==> src/rtl/csr_unit.sv <==
// csr_unit: privileged CSR file (CRMD..EENTRY, SAVEn, TID) with exception/ERTN side effects.
// The countdown timer (TCFG/TVAL/TICLR and ESTAT.TI) exists only when CSR_TIMER_EN is defined.
module csr_unit #(
   parameter int SAVE_NUM = 4,
   parameter int TIMER_W  = 32
) (
   input  logic        clk,
   input  logic        reset,
   input  logic [13:0] csr_num,
   output logic [31:0] csr_rdata,
   input  logic        csr_we,
   input  logic [31:0] csr_wmask,
   input  logic [31:0] csr_wdata,
   input  logic        excp_flush,
   input  logic        ertn_flush,
   input  logic [5:0]  ecode,
   input  logic [8:0]  esubcode,
   input  logic [31:0] epc,
   input  logic        badv_we,
   input  logic [31:0] badv,
   input  logic [7:0]  hw_int,
   input  logic        ipi_int,
   output logic [31:0] era,
   output logic [31:0] eentry,
   output logic        has_int
);

   localparam logic [13:0] A_CRMD   = 14'h000;
   localparam logic [13:0] A_PRMD   = 14'h001;
   localparam logic [13:0] A_ECFG   = 14'h004;
   localparam logic [13:0] A_ESTAT  = 14'h005;
   localparam logic [13:0] A_ERA    = 14'h006;
   localparam logic [13:0] A_BADV   = 14'h007;
   localparam logic [13:0] A_EENTRY = 14'h00C;
   localparam logic [13:0] A_SAVE0  = 14'h030;
   localparam logic [13:0] A_TID    = 14'h040;
   localparam logic [12:0] LIE_MASK = 13'h1BFF;

   if (SAVE_NUM < 1 || SAVE_NUM > 16 || TIMER_W < 8 || TIMER_W > 32) begin : g_param_check
      $error("csr_unit: SAVE_NUM or TIMER_W out of range");
   end

   logic [31:0] wset, wkeep;
   logic        wr_crmd, wr_prmd, wr_ecfg, wr_estat, wr_era, wr_badv, wr_eentry, wr_tid;

   logic [8:0]  crmd_q,   crmd_d;
   logic [2:0]  prmd_q,   prmd_d;
   logic [12:0] ecfg_q,   ecfg_d;
   logic [1:0]  is_sw_q,  is_sw_d;
   logic [7:0]  is_hw_q,  is_hw_d;
   logic        is_ipi_q, is_ipi_d;
   logic [5:0]  ecode_q,  ecode_d;
   logic [8:0]  esub_q,   esub_d;
   logic [31:0] era_q,    era_d;
   logic [31:0] badv_q,   badv_d;
   logic [25:0] eentry_q, eentry_d;
   logic [31:0] tid_q,    tid_d;
   logic        timer_irq;
   logic [12:0] is_bits;
   logic [SAVE_NUM-1:0][31:0] save_rd;

   // Masked write: bits set in wmask take wdata, the rest keep their old value.
   assign wset  = csr_wmask & csr_wdata;
   assign wkeep = ~csr_wmask;

   assign wr_crmd   = csr_we && (csr_num == A_CRMD);
   assign wr_prmd   = csr_we && (csr_num == A_PRMD);
   assign wr_ecfg   = csr_we && (csr_num == A_ECFG);
   assign wr_estat  = csr_we && (csr_num == A_ESTAT);
   assign wr_era    = csr_we && (csr_num == A_ERA);
   assign wr_badv   = csr_we && (csr_num == A_BADV);
   assign wr_eentry = csr_we && (csr_num == A_EENTRY);
   assign wr_tid    = csr_we && (csr_num == A_TID);

   always_comb begin
      crmd_d   = crmd_q;
      prmd_d   = prmd_q;
      ecfg_d   = ecfg_q;
      is_sw_d  = is_sw_q;
      is_hw_d  = hw_int;
      is_ipi_d = ipi_int;
      ecode_d  = ecode_q;
      esub_d   = esub_q;
      era_d    = era_q;
      badv_d   = badv_q;
      eentry_d = eentry_q;
      tid_d    = tid_q;

      // Registers touched by a flush ignore a same-cycle software write.
      if (excp_flush) begin
         crmd_d[2:0] = 3'b000;
      end else if (ertn_flush) begin
         crmd_d[2:0] = prmd_q;
      end else if (wr_crmd) begin
         crmd_d = wset[8:0] | (wkeep[8:0] & crmd_q);
      end

      if (excp_flush) begin
         prmd_d = crmd_q[2:0];
      end else if (wr_prmd) begin
         prmd_d = wset[2:0] | (wkeep[2:0] & prmd_q);
      end

      if (wr_ecfg) begin
         ecfg_d = (wset[12:0] | (wkeep[12:0] & ecfg_q)) & LIE_MASK;
      end

      if (excp_flush) begin
         ecode_d = ecode;
         esub_d  = esubcode;
      end else if (wr_estat) begin
         is_sw_d = wset[1:0] | (wkeep[1:0] & is_sw_q);
      end

      if (excp_flush) begin
         era_d = epc;
      end else if (wr_era) begin
         era_d = wset | (wkeep & era_q);
      end

      if (excp_flush) begin
         if (badv_we) begin
            badv_d = badv;
         end
      end else if (wr_badv) begin
         badv_d = wset | (wkeep & badv_q);
      end

      if (wr_eentry) begin
         eentry_d = wset[31:6] | (wkeep[31:6] & eentry_q);
      end

      if (wr_tid) begin
         tid_d = wset | (wkeep & tid_q);
      end
   end

   always_ff @(posedge clk) begin
      if (reset) begin
         crmd_q   <= 9'h008;
         prmd_q   <= '0;
         ecfg_q   <= '0;
         is_sw_q  <= '0;
         is_hw_q  <= '0;
         is_ipi_q <= 1'b0;
         ecode_q  <= '0;
         esub_q   <= '0;
         era_q    <= '0;
         badv_q   <= '0;
         eentry_q <= '0;
         tid_q    <= '0;
      end else begin
         crmd_q   <= crmd_d;
         prmd_q   <= prmd_d;
         ecfg_q   <= ecfg_d;
         is_sw_q  <= is_sw_d;
         is_hw_q  <= is_hw_d;
         is_ipi_q <= is_ipi_d;
         ecode_q  <= ecode_d;
         esub_q   <= esub_d;
         era_q    <= era_d;
         badv_q   <= badv_d;
         eentry_q <= eentry_d;
         tid_q    <= tid_d;
      end
   end

   for (genvar gi = 0; gi < SAVE_NUM; gi++) begin : g_save
      logic [31:0] save_q, save_d;

      always_comb begin
         save_d = save_q;
         if (csr_we && (csr_num == A_SAVE0 + 14'(gi))) begin
            save_d = wset | (wkeep & save_q);
         end
      end

      always_ff @(posedge clk) begin
         if (reset) begin
            save_q <= '0;
         end else begin
            save_q <= save_d;
         end
      end

      assign save_rd[gi] = save_q;
   end

`ifdef CSR_TIMER_EN
   localparam logic [13:0] A_TCFG  = 14'h041;
   localparam logic [13:0] A_TVAL  = 14'h042;
   localparam logic [13:0] A_TICLR = 14'h044;

   logic [TIMER_W-1:0] tcfg_q, tcfg_d;
   logic [TIMER_W-1:0] tval_q, tval_d;
   logic               ti_q, ti_d;
   logic               wr_tcfg, clr_ti;

   assign wr_tcfg = csr_we && (csr_num == A_TCFG);
   assign clr_ti  = csr_we && (csr_num == A_TICLR) && csr_wmask[0] && csr_wdata[0];

   always_comb begin
      tcfg_d = tcfg_q;
      tval_d = tval_q;
      ti_d   = ti_q;
      if (wr_tcfg) begin
         tcfg_d = wset[TIMER_W-1:0] | (wkeep[TIMER_W-1:0] & tcfg_q);
         tval_d = {tcfg_d[TIMER_W-1:2], 2'b00};
      end else if (tcfg_q[0]) begin
         if (tval_q != '0) begin
            tval_d = tval_q - TIMER_W'(1);
         end else if (tcfg_q[1]) begin
            tval_d = {tcfg_q[TIMER_W-1:2], 2'b00};
         end
      end
      if (clr_ti) begin
         ti_d = 1'b0;
      end
      // Expiry is checked last so it wins over a coincident clear.
      if (!wr_tcfg && tcfg_q[0] && (tval_q == TIMER_W'(1))) begin
         ti_d = 1'b1;
      end
   end

   always_ff @(posedge clk) begin
      if (reset) begin
         tcfg_q <= '0;
         tval_q <= '0;
         ti_q   <= 1'b0;
      end else begin
         tcfg_q <= tcfg_d;
         tval_q <= tval_d;
         ti_q   <= ti_d;
      end
   end

   assign timer_irq = ti_q;
`else
   assign timer_irq = 1'b0;
`endif

   assign is_bits = {is_ipi_q, timer_irq, 1'b0, is_hw_q, is_sw_q};
   assign has_int = crmd_q[2] & (|(is_bits & ecfg_q));
   assign era     = era_q;
   assign eentry  = {eentry_q, 6'b000000};

   always_comb begin
      csr_rdata = 32'h0;
      case (csr_num)
         A_CRMD:   csr_rdata = {23'h0, crmd_q};
         A_PRMD:   csr_rdata = {29'h0, prmd_q};
         A_ECFG:   csr_rdata = {19'h0, ecfg_q};
         A_ESTAT:  csr_rdata = {1'b0, esub_q, ecode_q, 3'b000, is_bits};
         A_ERA:    csr_rdata = era_q;
         A_BADV:   csr_rdata = badv_q;
         A_EENTRY: csr_rdata = {eentry_q, 6'b000000};
         A_TID:    csr_rdata = tid_q;
`ifdef CSR_TIMER_EN
         A_TCFG:   csr_rdata = 32'(tcfg_q);
         A_TVAL:   csr_rdata = 32'(tval_q);
`endif
         default:  csr_rdata = 32'h0;
      endcase
      if (csr_num[13:4] == 10'h003) begin
         for (int i = 0; i < SAVE_NUM; i++) begin
            if (csr_num[3:0] == 4'(i)) begin
               csr_rdata = save_rd[i];
            end
         end
      end
   end

endmodule

==> config.mk <==
export PLATFORM = sky130hd
export DESIGN_NAME = csr_unit
export DESIGN_NICKNAME = d
export VERILOG_FILES = /design/src/rtl/csr_unit.sv
export SDC_FILE = /design/constraint.sdc
export NUM_CORES = 1
export LEC_CHECK = 0
export CAP_MARGIN = 30
export CELL_PAD_IN_SITES_DETAIL_PLACEMENT = 2
export CELL_PAD_IN_SITES_GLOBAL_PLACEMENT = 2
export CORE_MARGIN = 3
export CORE_UTILIZATION = 28
export DETAILED_ROUTE_END_ITERATION = 6
export PLACE_DENSITY = 0.76
export SKIP_LAST_GASP = 1
export SYNTH_ARGS = -nofsm -noshare
export SYNTH_HDL_FRONTEND = slang
export SYNTH_SLANG_ARGS = --single-unit
==> constraint.sdc <==
create_clock -name clk -period 1.7 [get_ports clk]
set_input_delay 0.17 -clock clk [delete_from_list [all_inputs] [get_ports clk]]
set_output_delay 0.17 -clock clk [all_outputs]
set_load 0.02 [all_outputs]
== Word level (Yosys, flattened, before mapping) ==
Index checks and enable logic that the tools add are counted.
Word-level totals
  logic and storage cells: 101
  output and inout bits: 97
  bits of input ports: 172
  flip-flop bits (word level): 300
Cells by class
  reduce and logical (&&, ||, !) cells: 23
  bitwise logic cells: 30
  eq/ne operators: 16
  mux-type cells: 15
Operators with widths (count)
  $mux W32: 10
  $and A32 B32 Y32: 8
  $pmux W32 S8: 1
  $or A32 B32 Y32: 7
  $eq A14 B3 Y1 const B: 4
  $eq A14 B6 Y1 const B: 4
  $not A32 Y32: 1
  $and A13 B13 Y13: 2
  $and A26 B26 Y26: 1
  $or A26 B26 Y26: 1
  $eq A14 B1 Y1 const B: 1
  $eq A14 B4 Y1 const B: 1
  $eq A14 B7 Y1 const B: 1
  $logic_not A14 Y1: 1
  $or A13 B13 Y13: 1
  $reduce_or A13 Y1: 1
  $logic_and A1 B1 Y1: 12
  $mux W3: 4
  $eq A10 B2 Y1 const B: 1
  $and A9 B9 Y9: 1
  $or A9 B9 Y9: 1
  $eq A4 B2 Y1 const B: 2
  $reduce_bool A2 Y1: 4
  $eq A4 B1 Y1 const B: 1
  11 further kinds: 13

== Longest topological paths before layout ==
  depth in word-level cells: 7
  mapped depth: 9
  mapped depth without buffers: 5

== Worst setup path before layout ==
No wires, ideal clock.
  kind: input to output
  from: input port csr_num[0]
  to: output port csr_rdata[12]
  slack: -0.260 ns
  data required time: 1.530 ns
  arrival time: 1.790 ns
  stages: 7
  buffers on the path: 4
  cell sequence: buf_2 -> buf_2 -> buf_2 -> buf_2 -> mux4_2 -> a22oi_1 -> o21ai_0
On the way
  word-level cells in the longest chain between the ends: 7
  elaborated cells on any way between the ends: 18
  classes of those cells: 10 x eq/ne; 6 x mux; 2 x reduce/logical
Ends and longest elaborated chain
  start, declared: RTL line 9  | input logic [13:0] csr_num,
  $eq A14 B7 Y1 (tied with other cells): RTL line 249  | case (csr_num)
  $pmux W32 S8: RTL line 249
  $mux W32 (4 in a row): RTL line 266  | if (csr_num[3:0] == 4'(i)) begin
  $mux W32 (*): RTL line 264  | if (csr_num[13:4] == 10'h003) begin
  end, declared: RTL line 10  | output logic [31:0] csr_rdata,
Every way passes the cells marked *; elsewhere a longest branch is shown, timed or not.

== Worst setup path in the final report ==
  from: register is_hw_q[6]
  to: output port csr_rdata[8]
On the way
  word-level cells in the longest chain between the ends: 6
Ends and longest elaborated chain
  start, declared: RTL line 50  | logic [7:0] is_hw_q, is_hw_d;
  start signal, assigned: RTL line 157  | is_hw_q <= is_hw_d;
  $pmux W32 S8 (*): RTL line 249
  $mux W32 (4 in a row): RTL line 266
  $mux W32 (*): RTL line 264
Marked as above.

==> impl_metrics.tcl <==
set metrics [dict create \
    status "complete, but fails checks" \
    violations "DRC, setup timing" \
    setup_violations 217 \
    htreeDepth 2 \
    final-hold-violation-count 0 \
    critical_path.max_fanout 2 \
    antenna_found_initial 5 \
    maxSlewViolCount 0 \
    cts-buffers-inserted 39 \
    max_slew.worst_pin.slew_ps 710.4 \
    yosys.area.top_type_share 0.3814 \
    tns_ps -44120 \
    worstSetupStartpointType "flip-flop" \
    worstSetupPathType "flip-flop to output port" \
    syn_area_um2 15750 \
    fin_hold_ws_ps 55.30 \
    post-route-util 0.4633 \
    via_per_inst 6.743 \
    clock_tree.buffer_depth 3 \
    vias 21800 \
    coreArea_um2 55420 \
    dp_hpwl_mm 62.27 \
    synthTopCellsByArea "dfxtp_1 38%, o21ai_0 9.0%, a21oi_1 8.5%" \
    insertion_delay_ps 570 \
    grt_pass1_vias 22490 \
    wirelength_mm 130.5 \
    ys_types 61 \
    irDropWorstVdd_uv 581.0 \
    ys_seq_elements 300 \
    power_mw 19.68 \
    final_common_cell "dfxtp_1" \
    grt_overflow_total 0 \
    critPathArrivalTime_ps 2540 \
    pin_count 269 \
    yosys_warnings 0 \
    relSlewSlack 0.5235 \
    port_buffers 262 \
    die_w_um 243.1 \
    dieArea_um2 59110 \
    cap_viol_max_count 0 \
    grt_pass1_wl_mm 159.2 \
    syn-instance-count 1957 \
    hold_path_startpoint "excp_flush" \
    power_density_nw_per_um2 766.7 \
    initialDrtViolationCount 2931 \
    grt_setup_unrepaired "yes" \
    drive_above_1_share 0.3737 \
    fmax_ghz 0.3691 \
    dp_slack_ps -1333 \
    track_usage 0.3581 \
    hold_class "input pin to flip-flop" \
    worst_ep_required_time_ps 1530 \
    layout_setup_ws_ps -1009 \
    clockRootBuffer "clkbuf_16" \
    finalCriticalPeriod_ps 2709 \
    dr.pass1.iters 7 \
    cts.sinks 300 \
    area_growth_pct 63.06 \
    gp_congestion 0.8937 \
    async_flop_share 0 \
    rows 86 \
    crit_start "is_hw_q[6]" \
    synth_area_leader_cell "dfxtp_1" \
    die_h_um 243.1 \
    p_leak_nw 9.647 \
    antenna_left 0 \
    drc 5 \
    reg2reg_setup_slack_ps 490 \
    path_clk_slew_ps 70 \
    yosysSeqAreaShare 0.3814 \
    skew_ps 5.125 \
    start_util 0.2841 \
    wl_per_cell_um 40.37 \
    critPathCaptureType "output port" \
    grt_start_max_net_pins 51 \
    fillers 5715 \
    synth_flop_cell "dfxtp_1" \
    period_share 1.594 \
    final_cell_mix "283 x dfxtp_1, 281 x buf_4, 200 x a21oi_1" \
    nets 2628 \
    synth_area_per_cell_um2 8.046 \
    cts_tree "done" \
    synth_enable_flop_cells 0 \
]
synth_stat cells (all sizes together), types with 38 or more instances:
| library cell | count |
|---|---|
| nor2 | 78 |
| clkbuf | 156 |
| dfxtp | 300 |
| buf | 70 |
| nand2 | 66 |
| a211oi | 43 |
| mux2i | 49 |
| a21oi | 266 |
| and2 | 40 |
| a22oi | 38 |
| a31oi | 38 |
| nand3 | 217 |
| o21ai | 324 |
repair_timing:
action | CTS | global route
setup endpoints to repair | 347 | 225
pin swaps | 67 | 97
gates cloned | 10 | 5
hold buffers | 1 | 0
endpoints found under the hold margin | 1 | 0
gates resized for setup | 516 | 313
setup buffers | 67 | 48
cell type report:
cell class,instances,area [um^2],share of cell area
multi-input cells,1402,10330,0.4026
repair buffers,678,6948,0.2706
flip-flops and latches,300,6035,0.2351
clock buffers,63,1209,0.04708
well taps,748,935.9,0.03645
inverters,35,131.4,0.005117
clock inverters,5,75.07,0.002924
diodes,2,5.005,0.0001949
metal layers:
| metal | GRT usage | part of all wire | vias up |
|---|---|---|---|
| met2 | 0.5934 | 0.44 | 1966 |
| met5 | 0 | 0.000092 | - |
| li1 | - | - | 8179 |
| met4 | 0.2492 | 0.10 | 2 |
| met3 | 0.07777 | 0.10 | 921 |
| met1 | 0.4115 | 0.35 | 10730 |
worst max-delay path, stage by stage, from the launching register on:
cell and delay, ps:
dfxtp_2 370, mux4_2 490, a221oi_2 460, a211oi_1 150
a221o_1 340, buf_6 150
report_power, final:
part           total [mW]  switching, mW  internal, mW
clock network        9.12           3.96          5.16
registers            7.32          0.150          7.17
logic                3.25           1.96          1.29
per-stage QoR:
stage / instances / cell area, um^2
after floorplan: 1962 / 15980
after global placement: 3043 / 21280
after detailed placement: 3043 / 21280
after CTS: 3186 / 24140
after global routing: 3232 / 25670
final: 3233 / 25670
cells by family (layout without fill, tap and decap cells):
family | after synthesis | after routing | synth area share
AOI/OAI and AO/OA | 808 | 808 | 0.3146
buffers and inverters | 261 | 781 | 0.07231
DFF | 300 | 300 | 0.3814
and+or+nand+nor | 499 | 500 | 0.1666
other | 1 | 8 | 0.0002382
muxes | 88 | 88 | 0.06476
final timing paths:
kind                                endpoint  cells past startpoint
worst min-delay path               flip-flop                      3
worst min register to register     flip-flop                      2
worst max-delay path            csr_rdata[8]                      5
worst max register to register     flip-flop                      3
No activity file was read; power rests on OpenSTA's default activity.
